===== config.mk =====
export PLATFORM = sky130hd
export DESIGN_NAME = axi_lite_master_cmd
export DESIGN_NICKNAME = d
export VERILOG_FILES = /design/src/rtl/axi_lite_pkg.sv /design/src/rtl/axi_lite_wdog.sv /design/src/rtl/axi_lite_master_cmd.sv
export SDC_FILE = /design/constraint.sdc
export NUM_CORES = 1
export LEC_CHECK = 0
export CAP_MARGIN = 30
export CORE_ASPECT_RATIO = 1.1
export CORE_MARGIN = 5
export CORE_UTILIZATION = 41
export DETAILED_ROUTE_END_ITERATION = 8
export PLACE_DENSITY = 0.79
export SYNTH_ARGS = -nofsm -noshare
export SYNTH_HDL_FRONTEND = slang
export SYNTH_SLANG_ARGS = --single-unit

===== constraint.sdc =====
create_clock -name m_axi_aclk -period 2.2 [get_ports m_axi_aclk]
set_input_delay 0.44 -clock m_axi_aclk [delete_from_list [all_inputs] [get_ports m_axi_aclk]]
set_output_delay 0.44 -clock m_axi_aclk [all_outputs]
set_load 0.05 [all_outputs]

===== src/rtl/axi_lite_pkg.sv =====
// Shared AXI4-Lite response codes, protection default and the command FSM state encoding.
package axi_lite_pkg;

    localparam logic [1:0] AXI_RESP_OKAY   = 2'b00;
    localparam logic [1:0] AXI_RESP_EXOKAY = 2'b01;
    localparam logic [1:0] AXI_RESP_SLVERR = 2'b10;
    localparam logic [1:0] AXI_RESP_DECERR = 2'b11;

    localparam logic [2:0] AXI_PROT_DEFAULT = 3'b000;

    typedef enum logic [2:0] {
        ST_IDLE,
        ST_WR_AW_W,
        ST_WR_B,
        ST_RD_AR,
        ST_RD_R,
        ST_RSP,
        ST_HALT
    } state_e;

    // A timeout of 0 still needs a 1-bit counter so the port widths stay legal.
    function automatic int unsigned wdog_width(input int unsigned t);
        return (t == 0) ? 1 : $clog2(t + 1);
    endfunction

endpackage


===== src/rtl/axi_lite_wdog.sv =====
// Response watchdog: counts enabled cycles since the last clear and flags the final allowed cycle.
module axi_lite_wdog
    import axi_lite_pkg::*;
#(
    parameter int unsigned TIMEOUT_CYCLES = 1024
) (
    input  logic clock,
    input  logic reset,
    input  logic clr,
    input  logic en,
    output logic expired
);

    localparam int unsigned CW = wdog_width(TIMEOUT_CYCLES);
    localparam logic [CW-1:0] LAST = CW'((TIMEOUT_CYCLES == 0) ? 0 : TIMEOUT_CYCLES - 1);

    logic [CW-1:0] cnt;

    always_ff @(posedge clock) begin
        if (reset || clr)
            cnt <= '0;
        else if (en && cnt != LAST)
            cnt <= cnt + 1'b1;
    end

    // Asserted during the TIMEOUT_CYCLES-th enabled cycle, so the waiter leaves on that edge.
    assign expired = (TIMEOUT_CYCLES != 0) && en && (cnt == LAST);

endmodule


===== src/rtl/axi_lite_master_cmd.sv =====
// Single-outstanding AXI4-Lite initiator: turns register commands into AW/W/B or AR/R
// transactions and returns one response per command, halting after a response timeout.
module axi_lite_master_cmd
    import axi_lite_pkg::*;
#(
    parameter int unsigned C_M_AXI_DATA_WIDTH = 32,
    parameter int unsigned C_M_AXI_ADDR_WIDTH = 16,
    parameter int unsigned TIMEOUT_CYCLES     = 1024
) (
    input  logic                            m_axi_aclk,
    input  logic                            m_axi_areset,

    input  logic                            cmd_valid,
    output logic                            cmd_ready,
    input  logic                            cmd_write,
    input  logic [C_M_AXI_ADDR_WIDTH-1:0]   cmd_addr,
    input  logic [C_M_AXI_DATA_WIDTH-1:0]   cmd_wdata,
    input  logic [C_M_AXI_DATA_WIDTH/8-1:0] cmd_wstrb,

    output logic                            rsp_valid,
    input  logic                            rsp_ready,
    output logic [C_M_AXI_DATA_WIDTH-1:0]   rsp_rdata,
    output logic [1:0]                      rsp_resp,
    output logic                            rsp_timeout,
    output logic                            halted,

    output logic [C_M_AXI_ADDR_WIDTH-1:0]   m_axi_awaddr,
    output logic [2:0]                      m_axi_awprot,
    output logic                            m_axi_awvalid,
    input  logic                            m_axi_awready,
    output logic [C_M_AXI_DATA_WIDTH-1:0]   m_axi_wdata,
    output logic [C_M_AXI_DATA_WIDTH/8-1:0] m_axi_wstrb,
    output logic                            m_axi_wvalid,
    input  logic                            m_axi_wready,
    input  logic [1:0]                      m_axi_bresp,
    input  logic                            m_axi_bvalid,
    output logic                            m_axi_bready,
    output logic [C_M_AXI_ADDR_WIDTH-1:0]   m_axi_araddr,
    output logic [2:0]                      m_axi_arprot,
    output logic                            m_axi_arvalid,
    input  logic                            m_axi_arready,
    input  logic [C_M_AXI_DATA_WIDTH-1:0]   m_axi_rdata,
    input  logic [1:0]                      m_axi_rresp,
    input  logic                            m_axi_rvalid,
    output logic                            m_axi_rready
);

    state_e state;
    logic   aw_done, w_done, wd_en, wd_expired;

    assign m_axi_awprot = AXI_PROT_DEFAULT;
    assign m_axi_arprot = AXI_PROT_DEFAULT;

    // A channel counts as done if it already handshook or is handshaking this cycle.
    assign aw_done = !m_axi_awvalid || m_axi_awready;
    assign w_done  = !m_axi_wvalid  || m_axi_wready;
    assign wd_en   = (state == ST_WR_B) || (state == ST_RD_R);

    axi_lite_wdog #(.TIMEOUT_CYCLES(TIMEOUT_CYCLES)) u_wdog (
        .clock   (m_axi_aclk),
        .reset   (m_axi_areset),
        .clr     (!wd_en),
        .en      (wd_en),
        .expired (wd_expired)
    );

    always_ff @(posedge m_axi_aclk) begin
        if (m_axi_areset) begin
            state         <= ST_IDLE;
            cmd_ready     <= 1'b1;
            rsp_valid     <= 1'b0;
            rsp_rdata     <= '0;
            rsp_resp      <= AXI_RESP_OKAY;
            rsp_timeout   <= 1'b0;
            halted        <= 1'b0;
            m_axi_awaddr  <= '0;
            m_axi_awvalid <= 1'b0;
            m_axi_wdata   <= '0;
            m_axi_wstrb   <= '0;
            m_axi_wvalid  <= 1'b0;
            m_axi_bready  <= 1'b0;
            m_axi_araddr  <= '0;
            m_axi_arvalid <= 1'b0;
            m_axi_rready  <= 1'b0;
        end else begin
            case (state)
                ST_IDLE: begin
                    if (cmd_valid && cmd_ready) begin
                        cmd_ready <= 1'b0;
                        if (cmd_write) begin
                            m_axi_awaddr  <= cmd_addr;
                            m_axi_wdata   <= cmd_wdata;
                            m_axi_wstrb   <= cmd_wstrb;
                            m_axi_awvalid <= 1'b1;
                            m_axi_wvalid  <= 1'b1;
                            state         <= ST_WR_AW_W;
                        end else begin
                            m_axi_araddr  <= cmd_addr;
                            m_axi_arvalid <= 1'b1;
                            state         <= ST_RD_AR;
                        end
                    end
                end
                ST_WR_AW_W: begin
                    if (m_axi_awvalid && m_axi_awready) m_axi_awvalid <= 1'b0;
                    if (m_axi_wvalid && m_axi_wready)   m_axi_wvalid  <= 1'b0;
                    if (aw_done && w_done) begin
                        m_axi_bready <= 1'b1;
                        state        <= ST_WR_B;
                    end
                end
                ST_WR_B: begin
                    if (m_axi_bvalid && m_axi_bready) begin
                        m_axi_bready <= 1'b0;
                        rsp_rdata    <= '0;
                        rsp_resp     <= m_axi_bresp;
                        rsp_timeout  <= 1'b0;
                        rsp_valid    <= 1'b1;
                        state        <= ST_RSP;
                    end else if (wd_expired) begin
                        m_axi_bready <= 1'b0;
                        rsp_rdata    <= '0;
                        rsp_resp     <= AXI_RESP_SLVERR;
                        rsp_timeout  <= 1'b1;
                        rsp_valid    <= 1'b1;
                        state        <= ST_RSP;
                    end
                end
                ST_RD_AR: begin
                    if (m_axi_arvalid && m_axi_arready) begin
                        m_axi_arvalid <= 1'b0;
                        m_axi_rready  <= 1'b1;
                        state         <= ST_RD_R;
                    end
                end
                ST_RD_R: begin
                    if (m_axi_rvalid && m_axi_rready) begin
                        m_axi_rready <= 1'b0;
                        rsp_rdata    <= m_axi_rdata;
                        rsp_resp     <= m_axi_rresp;
                        rsp_timeout  <= 1'b0;
                        rsp_valid    <= 1'b1;
                        state        <= ST_RSP;
                    end else if (wd_expired) begin
                        m_axi_rready <= 1'b0;
                        rsp_rdata    <= '0;
                        rsp_resp     <= AXI_RESP_SLVERR;
                        rsp_timeout  <= 1'b1;
                        rsp_valid    <= 1'b1;
                        state        <= ST_RSP;
                    end
                end
                ST_RSP: begin
                    if (rsp_ready) begin
                        rsp_valid <= 1'b0;
                        // A timed-out slave is in an unknown state; only reset recovers.
                        if (rsp_timeout) begin
                            halted <= 1'b1;
                            state  <= ST_HALT;
                        end else begin
                            cmd_ready <= 1'b1;
                            state     <= ST_IDLE;
                        end
                    end
                end
                ST_HALT: begin
                    cmd_ready <= 1'b0;
                    halted    <= 1'b1;
                end
                default: state <= ST_IDLE;
            endcase
        end
    end

endmodule


==> flow_summary.toml <==
[global_routing]
grt_pass1_wl_um = 23100
grt.overflow.total = 0
grt_antenna_before_repair = 0
grt_start_max_net_pins = 53
grt_pass1_vias = 4687
grtUsageTotal = 0.209

[sta]
grt_setup_unrepaired = "no"
setup_slack_ns = 0.111
min_period_ns = 2.09
fin_skew_ns = 0.00734
report.final.setup_viol = 0
slew_headroom = 0.632
finalCritPeriodShare = 0.950
hold_violations = 0
tightest_slew_ns = 0.551
fmax_mhz = 479
hold_slack_ns = 0.346
finalMaxSlewViolations = 0

[clock_tree]
htreeDepth = 4
cts_tree = "done"
cts_buffers = 17
clock_latency_ns = 0.40
clockRootBuffer = "clkbuf_16"
path_clk_slew_ns = 0.05
clock_sinks = 125
cts_buffer_depth = 2

[critical_path]
cp_cell_sequence = "clkdlybuf4s50_1"
max_stage_delay_ns = 0.83
crit_type = "flip-flop to output port"
startpoint_type = "flip-flop"
worstPathMaxFanout = 5
required_ns = 1.76
r2r_slack_ns = 0.25
arrival_ns = 1.65
crit_path_top_delay_cell = "clkdlybuf4s50_1"
path_buf_inv = 1
crit_path_end_kind = "output port"
crit_family = "buffers and inverters"

[floorplan]
dieHeight_um = 122
io_pins = 215
initial_core_util = 0.415
die_w_um = 112
die-area_um2 = 13700
std_cell_rows = 41
fp.coreArea_um2 = 11300

[cells_and_area]
multi_input_area_um2 = 1980
drive_gt1_frac = 0.0778
seq_area_um2 = 2500
diodes = 0
nNetsFinal = 858
area_growth_pct = 61.9
fillers = 902
fin_cells = 921

[place]
dp_slack_ns = 0.0810
detailed_place_hpwl_um = 10600
gp_congestion = 0.827
dp.cells = 890
port_buffers = 208

[route]
via_per_inst = 5.05
first_iter_violations = 341
wl_per_cell_um = 15.8
wl_met1_um = 5880
via_count = 4648
wl_um = 14500
met3_length_um = 1250
wl_met2_um = 7040
drc = 0
routed.top_layer = "met4"
drt_pre_antenna_iters = 4
ant_nets = 0

[pwr]
leakagePower_nw = 2.78
power_density_nw_per_um2 = 1000
ir_drop_uv = 521

[yosys]
ys_types = 48
synth.yosys.warnings = 0
synth-seq-cells = 125
syn_area_um2 = 4710
yosysMostFrequentCell = "nand2_1"
synthFlopType = "dfxtp_1"
syn_inst = 551
syn_avg_cell_area_um2 = 8.54
yosys-top-cells-area = "dfxtp_1 (53%), nand2_1 (12%), a21oi_1 (8.8%)"
synth_top_cell_area_share = 0.532
synth_common_cells = "nand2_1 (154), dfxtp_1 (125), a21oi_1 (83), a22o_1 (32), clkbuf_1 (26)"
async_reset_ff_frac = 0
synth_area_leader_cell = "dfxtp_1"
synth-edff-count = 0
ys_seq_area_frac = 0.532

[worst_hold_path]
hold_class = "primary input to flip-flop"

[job]
maxCapViolCount = 0

[status]
status = "finished, final reports clean"
-- worst register-to-register path: stages, from the launching register on --
cell and delay, ns:
dfxtp_1 0.39, ha_1 0.22, nand3_1 0.10, or3_1 0.41
a21oi_2 0.18, nor2_2 0.12, buf_16 0.18, a22o_1 0.24
-- routing by layer --
metal	GRT usage	vias up
met1	0.241	2129
met4	0.0819	0
met3	0.0769	27
met5	0	-
met2	0.354	216
li1	-	2276
-- state kept, by name, indices dropped and copies added, names as in the netlist --
register and count:
rsp_timeout 1, m_axi_arvalid 1, rsp_valid 1, m_axi_wstrb 4
m_axi_wdata 32, m_axi_araddr 16, m_axi_awaddr 16, m_axi_rready 1
rsp_rdata 32, m_axi_bready 1, rsp_resp 2, halted 1
cmd_ready 1, state 3, m_axi_wvalid 1, m_axi_awvalid 1
u_wdog.cnt 11
-- repair_timing --
action | in CTS | in global routing
setup endpoints to repair | 0 | 1
resized for setup | 0 | 1
hold buffers | 0 | 0
setup buffers | 0 | 0
-- power by group --
group,switching (W),internal (W)
registers,0.000105,0.00245
clock network,0.000962,0.00206
logic,0.00129,0.000771
total,0.00235,0.00528
-- final cells by class --
cell class                 count  share of cell area
clock buffer                  20              0.0599
clock inverter                11              0.0250
tap                          150              0.0246
multi-input combinational    382               0.259
sequential                   125               0.328
inverter                       4             0.00197
timing repair buffer         229               0.301
-- stage by stage --
| stage | power, W | TNS (ns) | area [µm²] | utilization |
|---|---|---|---|---|
| 4_1_cts | 0.00771 | 0 | 7620 | 0.672 |
| 3_5_place_dp | 0.00465 | 0 | 6970 | 0.615 |
| 3_3_place_gp | 0.00459 | -6.06 | 6940 | 0.613 |
| 2_1_floorplan | 0.00391 | 0 | 4730 | - |
| 5_1_grt | 0.00799 | 0 | 7620 | 0.672 |
| 6_report | 0.00763 | 0 | 7620 | 0.672 |
-- cells in the final DEF, fill, tap and decap left out, types with 2 or more instances in the layout --
cell and count:
nor2b_1 10, clkinv_4 2, clkbuf_16 17, and2_1 2, nand4_1 4, nor2_1 21, a22o_1 32, nor3b_1 3
nand3_1 10, conb_1 6, and3_1 2, clkinv_2 3, clkdlybuf4s50_1 205, buf_12 3, clkbuf_8 2, buf_4 18
bufinv_16 5, nor4_1 3, inv_1 4, a21o_1 2, a21oi_1 83, xor2_1 3, o21ai_0 6, dfxtp_1 125
nand2b_1 2, a211oi_1 4, xnor2_1 5, nor3_1 6, nand2_1 153
-- final timing paths --
| kind | end | from | depth (start not counted) |
|---|---|---|---|
| max | rsp_timeout | rsp_timeout$_SDFFE_PP0P_ | 1 |
| min | cmd_ready$_SDFFE_PP1P_ | m_axi_areset | 3 |
| max reg2reg | rsp_rdata[10]$_SDFFE_PP0P_ | u_wdog.cnt[0]$_SDFFE_PP0P_ | 7 |
| min reg2reg | m_axi_awaddr[3]$_SDFFE_PP0P_ | m_axi_awaddr[3]$_SDFFE_PP0P_ | 2 |
-- logic make-up (layout without fill, tap and decap cells) --
logic type	count (synthesis)	in the layout	synth area share
compound gates	142	142	0.190
xor+xnor	8	8	0.0149
fa+ha+maj	1	1	0.00266
buf+inv	49	264	0.0542
flops	125	125	0.532
mux	1	1	0.00319
other cells	1	6	0.000797
simple gates	224	224	0.202
Note: power is estimated with default switching activity, not from simulation.
